`src/rtl/mem_access_pkg.sv`:
```
// Shared types and constants for the 64-bit load/store unit.
// MEM_ACCESS_UNIT_READBACK_EN adds the store read-back verify states.
package mem_access_pkg;

  localparam int WORD_BYTES = 8;
  localparam int WORD_SHIFT = 3;

  typedef enum logic [2:0] {
    ST_IDLE,
    ST_ISSUE,
    ST_CAPTURE,
    ST_RESP
`ifdef MEM_ACCESS_UNIT_READBACK_EN
    ,
    ST_VERIFY,
    ST_VCHECK
`endif
  } state_t;

endpackage

```
`src/rtl/mem_access_unit_if.sv`:
```
// CPU-side request/response channel of the load/store unit.
// The CPU is the master; the unit is the slave.
interface mem_access_unit_if;

  logic        req_valid;
  logic        req_ready;
  logic        req_write;
  logic [63:0] req_addr;
  logic [63:0] req_wdata;
  logic        rsp_valid;
  logic        rsp_ready;
  logic [63:0] rsp_rdata;
  logic        rsp_fault;

  modport master (
    output req_valid, req_write, req_addr, req_wdata, rsp_ready,
    input  req_ready, rsp_valid, rsp_rdata, rsp_fault
  );

  modport slave (
    input  req_valid, req_write, req_addr, req_wdata, rsp_ready,
    output req_ready, rsp_valid, rsp_rdata, rsp_fault
  );

endinterface

```
`src/rtl/mem_access_addr_check.sv`:
```
// Combinational legality test for a byte address: must be word aligned
// and must fall inside the WORDS-deep RAM.
module mem_access_addr_check
  import mem_access_pkg::*;
#(
  parameter int WORDS = 32
) (
  input  logic [63:0] addr,
  output logic        fault
);

  logic w_misaligned;
  logic w_out_of_range;

  assign w_misaligned   = (addr & 64'(WORD_BYTES - 1)) != '0;
  assign w_out_of_range = (addr >> WORD_SHIFT) >= 64'(WORDS);
  assign fault          = w_misaligned || w_out_of_range;

endmodule

```
`src/rtl/mem_access_unit.sv`:
```
// Load/store unit between a CPU request channel and a 1-cycle-latency data RAM.
// Define MEM_ACCESS_UNIT_READBACK_EN to re-read and verify every store.
module mem_access_unit
  import mem_access_pkg::*;
#(
  parameter int WORDS = 32
) (
  input  logic               clock,
  input  logic               reset_n,
  mem_access_unit_if.slave   bus,
  output logic [63:0]        ram_address,
  output logic               ram_read_en,
  output logic               ram_write_en,
  output logic [63:0]        ram_data_in,
  input  logic [63:0]        ram_out
);

  state_t      r_state;
  logic        r_write;
  logic [63:0] r_wdata;
  logic [63:0] r_ram_address;
  logic        r_ram_read_en;
  logic        r_ram_write_en;
  logic [63:0] r_ram_data_in;
  logic        r_rsp_valid;
  logic [63:0] r_rsp_rdata;
  logic        r_rsp_fault;
  logic        w_fault;

  mem_access_addr_check #(.WORDS(WORDS)) u_addr_check (
    .addr  (bus.req_addr),
    .fault (w_fault)
  );

  // NOTE: gated with reset_n so ready is low during reset yet high the
  // very first cycle after release, which a registered flag cannot do.
  assign bus.req_ready = reset_n && (r_state == ST_IDLE);
  assign bus.rsp_valid = r_rsp_valid;
  assign bus.rsp_rdata = r_rsp_rdata;
  assign bus.rsp_fault = r_rsp_fault;

  assign ram_address  = r_ram_address;
  assign ram_read_en  = r_ram_read_en;
  assign ram_write_en = r_ram_write_en;
  assign ram_data_in  = r_ram_data_in;

  always_ff @(posedge clock or negedge reset_n) begin
    if (!reset_n) begin
      r_state        <= ST_IDLE;
      r_write        <= 1'b0;
      r_wdata        <= '0;
      r_ram_address  <= '0;
      r_ram_read_en  <= 1'b0;
      r_ram_write_en <= 1'b0;
      r_ram_data_in  <= '0;
      r_rsp_valid    <= 1'b0;
      r_rsp_rdata    <= '0;
      r_rsp_fault    <= 1'b0;
    end else begin
      // NOTE: RAM strobes default low each edge, so any state that sets
      // them produces a single-cycle pulse with no explicit clear.
      r_ram_read_en  <= 1'b0;
      r_ram_write_en <= 1'b0;
      r_ram_data_in  <= '0;

      unique case (r_state)
        ST_IDLE: begin
          if (bus.req_valid && bus.req_ready) begin
            r_write <= bus.req_write;
            r_wdata <= bus.req_wdata;
            if (w_fault) begin
              r_state     <= ST_RESP;
              r_rsp_valid <= 1'b1;
              r_rsp_fault <= 1'b1;
              r_rsp_rdata <= '0;
            end else begin
              r_state        <= ST_ISSUE;
              r_ram_address  <= bus.req_addr >> WORD_SHIFT;
              r_ram_read_en  <= !bus.req_write;
              r_ram_write_en <= bus.req_write;
              r_ram_data_in  <= bus.req_wdata;
            end
          end
        end

        ST_ISSUE: r_state <= ST_CAPTURE;

        ST_CAPTURE: begin
`ifdef MEM_ACCESS_UNIT_READBACK_EN
          if (r_write) begin
            r_state       <= ST_VERIFY;
            r_ram_read_en <= 1'b1;
          end else begin
            r_state     <= ST_RESP;
            r_rsp_valid <= 1'b1;
            r_rsp_fault <= 1'b0;
            r_rsp_rdata <= ram_out;
          end
`else
          r_state     <= ST_RESP;
          r_rsp_valid <= 1'b1;
          r_rsp_fault <= 1'b0;
          r_rsp_rdata <= r_write ? r_wdata : ram_out;
`endif
        end

`ifdef MEM_ACCESS_UNIT_READBACK_EN
        ST_VERIFY: r_state <= ST_VCHECK;

        // Read-back word is on ram_out now; a mismatch marks the store bad.
        ST_VCHECK: begin
          r_state     <= ST_RESP;
          r_rsp_valid <= 1'b1;
          r_rsp_fault <= (ram_out != r_wdata);
          r_rsp_rdata <= ram_out;
        end
`endif

        ST_RESP: begin
          if (bus.rsp_ready) begin
            r_state     <= ST_IDLE;
            r_rsp_valid <= 1'b0;
          end
        end

        default: r_state <= ST_IDLE;
      endcase
    end
  end

endmodule

```
`src/flat_wrapper.sv`:
```
// flat-port wrapper written by rule: the top's interface ports become plain ports
module mem_access_unit_flat import mem_access_pkg::*;
#(
  parameter int WORDS = 32
)
  (clock, reset_n, ram_address, ram_read_en, ram_write_en, ram_data_in, ram_out, bus_req_valid, bus_req_write, bus_req_addr, bus_req_wdata, bus_rsp_ready, bus_req_ready, bus_rsp_valid, bus_rsp_rdata, bus_rsp_fault);
  mem_access_unit_if bus_i ();
  input  logic clock;
  input  logic reset_n;
  output logic [63:0] ram_address;
  output logic ram_read_en;
  output logic ram_write_en;
  output logic [63:0] ram_data_in;
  input  logic [63:0] ram_out;
  input wire logic [$bits(bus_i.req_valid)-1:0] bus_req_valid;
  input wire logic [$bits(bus_i.req_write)-1:0] bus_req_write;
  input wire logic [$bits(bus_i.req_addr)-1:0] bus_req_addr;
  input wire logic [$bits(bus_i.req_wdata)-1:0] bus_req_wdata;
  input wire logic [$bits(bus_i.rsp_ready)-1:0] bus_rsp_ready;
  output wire logic [$bits(bus_i.req_ready)-1:0] bus_req_ready;
  output wire logic [$bits(bus_i.rsp_valid)-1:0] bus_rsp_valid;
  output wire logic [$bits(bus_i.rsp_rdata)-1:0] bus_rsp_rdata;
  output wire logic [$bits(bus_i.rsp_fault)-1:0] bus_rsp_fault;
  assign bus_i.req_valid = bus_req_valid;
  assign bus_i.req_write = bus_req_write;
  assign bus_i.req_addr = bus_req_addr;
  assign bus_i.req_wdata = bus_req_wdata;
  assign bus_i.rsp_ready = bus_rsp_ready;
  assign bus_req_ready = bus_i.req_ready;
  assign bus_rsp_valid = bus_i.rsp_valid;
  assign bus_rsp_rdata = bus_i.rsp_rdata;
  assign bus_rsp_fault = bus_i.rsp_fault;
  mem_access_unit #(.WORDS(WORDS)) u_core (.clock(clock), .reset_n(reset_n), .bus(bus_i), .ram_address(ram_address), .ram_read_en(ram_read_en), .ram_write_en(ram_write_en), .ram_data_in(ram_data_in), .ram_out(ram_out));
endmodule
```
`config.mk`:
```
export PLATFORM = sky130hd
export DESIGN_NAME = mem_access_unit_flat
export DESIGN_NICKNAME = d
export VERILOG_FILES = /design/src/rtl/mem_access_pkg.sv /design/src/rtl/mem_access_unit_if.sv /design/src/rtl/mem_access_addr_check.sv /design/src/rtl/mem_access_unit.sv /design/src/flat_wrapper.sv
export SDC_FILE = /design/constraint.sdc
export NUM_CORES = 1
export LEC_CHECK = 0
export ABC_CLOCK_PERIOD_IN_PS = 1750
export CORE_ASPECT_RATIO = 0.9
export CORE_MARGIN = 2
export CORE_UTILIZATION = 35
export DETAILED_ROUTE_END_ITERATION = 7
export DONT_BUFFER_PORTS = 1
export GPL_TIMING_DRIVEN = 0
export MAX_ROUTING_LAYER = met4
export PLACE_DENSITY = 0.59
export SKIP_CTS_REPAIR_TIMING = 1
export SYNTH_ARGS = -nofsm -noshare
export SYNTH_HDL_FRONTEND = slang
export SYNTH_HIERARCHICAL = 1
export SYNTH_SLANG_ARGS = --single-unit
```
`constraint.sdc`:
```
create_clock -name clock -period 1.75 [get_ports clock]
set_input_delay 0.2625 -clock clock [delete_from_list [all_inputs] [get_ports clock]]
set_output_delay 0.2625 -clock clock [all_outputs]
set_load 0.005 [all_outputs]
```
==> out/metrics.yaml <==
status: "finished with violations"
violations: "negative hold slack, negative setup slack"
drv_slew: 0
slew_headroom_pct: 66.7
dpl.cell_count: 1138
hpwlAfterDp_um: 19700
final_hold_viol_count: 260
coreArea_um2: 30000
fin_crit_ns: 2.24
leakagePower_uw: 0.00683
rr_worst_depth: 8
io_pins: 394
numPortBuffers: 0
drive_gt1_share_pct: 31.7
first_pass_iters: 4
final_nets: 1114
path_max_fanout: 5
final.setup.tns_ns: -76.56
synth-seq-cells: 260
start_util_pct: 35.7
fmaxAchievable_mhz: 446
finalWirelength_um: 29900
finClkSkew_ns: 0.0181
p_per_area_nw_per_um2: 1510
path_common_cell: "buf_12"
peakVddDrop_mv: 0.689
reg2reg_to: "u_core/bus.rsp_rdata[26]"
clk_pin_slew_ns: 0.06
routed_via_density: 4.83
yosysSeqAreaShare_pct: 60.9
hp-class: "in2async"
synth_area_um2: 10700
reg2reg_from: "u_core/r_state[0]"
period_share_pct: 128
clk_path_buf_depth: 3
avgRoutedWirePerCell_um: 22.3
clock-sinks: 260
die-area_um2: 32000
ctsHtreeMaxLevel: 1
n_fill_cell: 2581
synthCells: 733
critPathKind: "in2reg"
whs_ns: -0.592
die_w_um: 188
grt_start_max_net_pins: 265
cp.arrival_ns: 2.67
critPathSlowestCell: "or4_4"
routed-via-count: 6453
mostFrequentLayoutCells: "dfrtp_1 (260), dlygate4sd3_1 (127), mux2_2 (91)"
utilization_pct: 47.9
tightestPinTransition_ns: 0.495
insertion_delay_ns: 0.55
met1Wirelength_um: 11700
numCtsBuffers: 28
grt_pass1_wl_um: 40000
grt_pass1_vias: 6320
setup_viol: 191
final_antenna_net_count: 0
place_area_um2: 11400
p_switching_uw: 6150
power_frac_comb_pct: 30.9
slowest_delay_ns: 0.62
avgSynthCellArea_um2: 14.6
highest_layer: "met4"
internal-power_uw: 15600
final_area_um2: 14400
num_rows: 60
drcViolationCount: 0
fin_ws_ns: -0.494
drt-initial-drc-count: 255
fp.dieH_um: 170
power_frac_seq_pct: 40.3
endpoint_kind: "flop"
final_cells: 1337
start_kind: "input pin"
track_usage_pct: 17.1
cp.required_ns: 2.18
cap_violations: 0
wl_met3_um: 2520
globalplace.congestion: 0.860
ys_warn_count: 6
netSwitchingFraction_pct: 28.3
grt_antenna_before_repair: 0
cts_tree: "yes"
syn2layout_area_growth_pct: 34.3
grt-ovfl-total: 0
r2r_setup_slack_ns: -0.25
rsz0062_at_grt: "true"
synth_cell_types: 30
n_antenna_cell: 0
wl_met2_um: 14700
cts_root_buf: "clkbuf_16"
final_common_cell: "dfrtp_1"
worstPathCellList: "or4_1 -> nor2_1 -> nand3_1 -> or4_4 -> a41oi_4 -> buf_12 -> buf_12 -> clkbuf_16 -> mux2_4"
p_clk_share_pct: 28.8
synthesized netlist by cell type:
cell      count  area (um^2)
a21boi_0      1         7.51
a21oi_1       1         5.00
a41oi_1       1         8.76
and2_1       66          413
buf_2        21          105
buf_4         5         37.5
buf_6         5         56.3
clkbuf_1      9         33.8
clkbuf_2      4         20.0
conb_1        1         3.75
dfrtp_1     260         6510
ha_1          4         50.1
inv_1         4         15.0
mux2_1       49          552
mux2_2      141         1590
mux2i_1      65          651
nand3_1       2         10.0
nand3_2       1         10.0
nand4_1       2         12.5
nor2_1        2         7.51
nor2_4        1         11.3
nor2b_1      67          419
nor3_1        2         10.0
nor4_1       10         62.6
nor4_2        1         12.5
nor4_4        1         21.3
o32a_1        1         10.0
o32ai_1       1         8.76
o41ai_1       2         17.5
or4_1         3         22.5
how the worst max path moves through the flow:
stage | slack [ns] | end | cells after the start | start
4_1_cts | -0.68 | u_core/ram_data_in[40] | 7 | u_core/r_state[1]
5_1_grt | -0.54 | u_core/ram_address[42] | 9 | bus_req_addr[48]
3_3_place_gp | -1.21 | u_core/ram_data_in[48] | 8 | bus_req_addr[44]
6_report | -0.49 | u_core/bus.rsp_rdata[26] | 9 | bus_req_addr[48]
2_1_floorplan | -0.59 | u_core/bus.rsp_rdata[54] | 8 | bus_req_addr[44]
3_5_place_dp | -1.20 | u_core/ram_data_in[45] | 8 | bus_req_addr[44]
registers in the layout, summed over array words and instances, names as in the netlist:
name / flops
u_core/bus.rsp_rdata: 64
u_core/r_wdata: 64
u_core/ram_data_in: 64
u_core/ram_address: 61
u_core/r_state: 2
u_core/bus.rsp_fault: 1
u_core/bus.rsp_valid: 1
u_core/r_write: 1
u_core/ram_read_en: 1
u_core/ram_write_en: 1
metrics by stage:
stage / total power (uW) / worst slack [ns]
final: 21700 / -0.494
after global routing: 22900 / -0.538
after CTS: 20000 / -0.682
after detailed placement: 13700 / -1.20
after global placement: 13500 / -1.21
after floorplan: 12300 / -0.585
cell type report:
cell class / count / area (um^2) / area share (%)
sequential: 260 / 6510 / 45.3
multi-input combinational: 427 / 4310 / 30.0
timing repair buffer: 150 / 1570 / 10.9
clock buffer: 44 / 881 / 6.14
tap: 403 / 504 / 3.51
buffer: 42 / 452 / 3.15
clock inverter: 7 / 124 / 0.863
inverter: 4 / 15.0 / 0.105
routing by layer:
metal	vias up	global-route usage [%]
li1	2881	-
met1	3210	19.3
met5	-	-
met3	57	5.67
met4	0	5.41
met2	305	28.9
power groups by stage:
stage / clock, uW / sequential, uW / combinational (uW)
floorplan: 0 / 8370 / 3910
global placement: 0 / 8830 / 4690
detailed placement: 0 / 8880 / 4780
CTS: 6460 / 8770 / 4800
global route: 6680 / 8970 / 7230
finish: 6270 / 8760 / 6710
critical path: cells and delay by family:
| family | cells | cell delay, ns |
|---|---|---|
| multiplexers | 1 | 0.29 |
| AO/OA/AOI/OAI | 1 | 0.27 |
| AND/OR/NAND/NOR | 4 | 1.39 |
| buffers and inverters | 3 | 0.44 |
logic make-up (layout without fill, tap and decap cells):
kind of cell | after synthesis | count (layout) | share of synthesized area [%]
compound gates | 7 | 7 | 0.539
fa+ha+maj | 4 | 4 | 0.468
buf+inv | 48 | 247 | 2.51
flops | 260 | 260 | 60.9
mux | 255 | 255 | 26.1
other cells | 1 | 3 | 0.0351
simple gates | 158 | 158 | 9.47
Power figures use the tool's default switching activity.
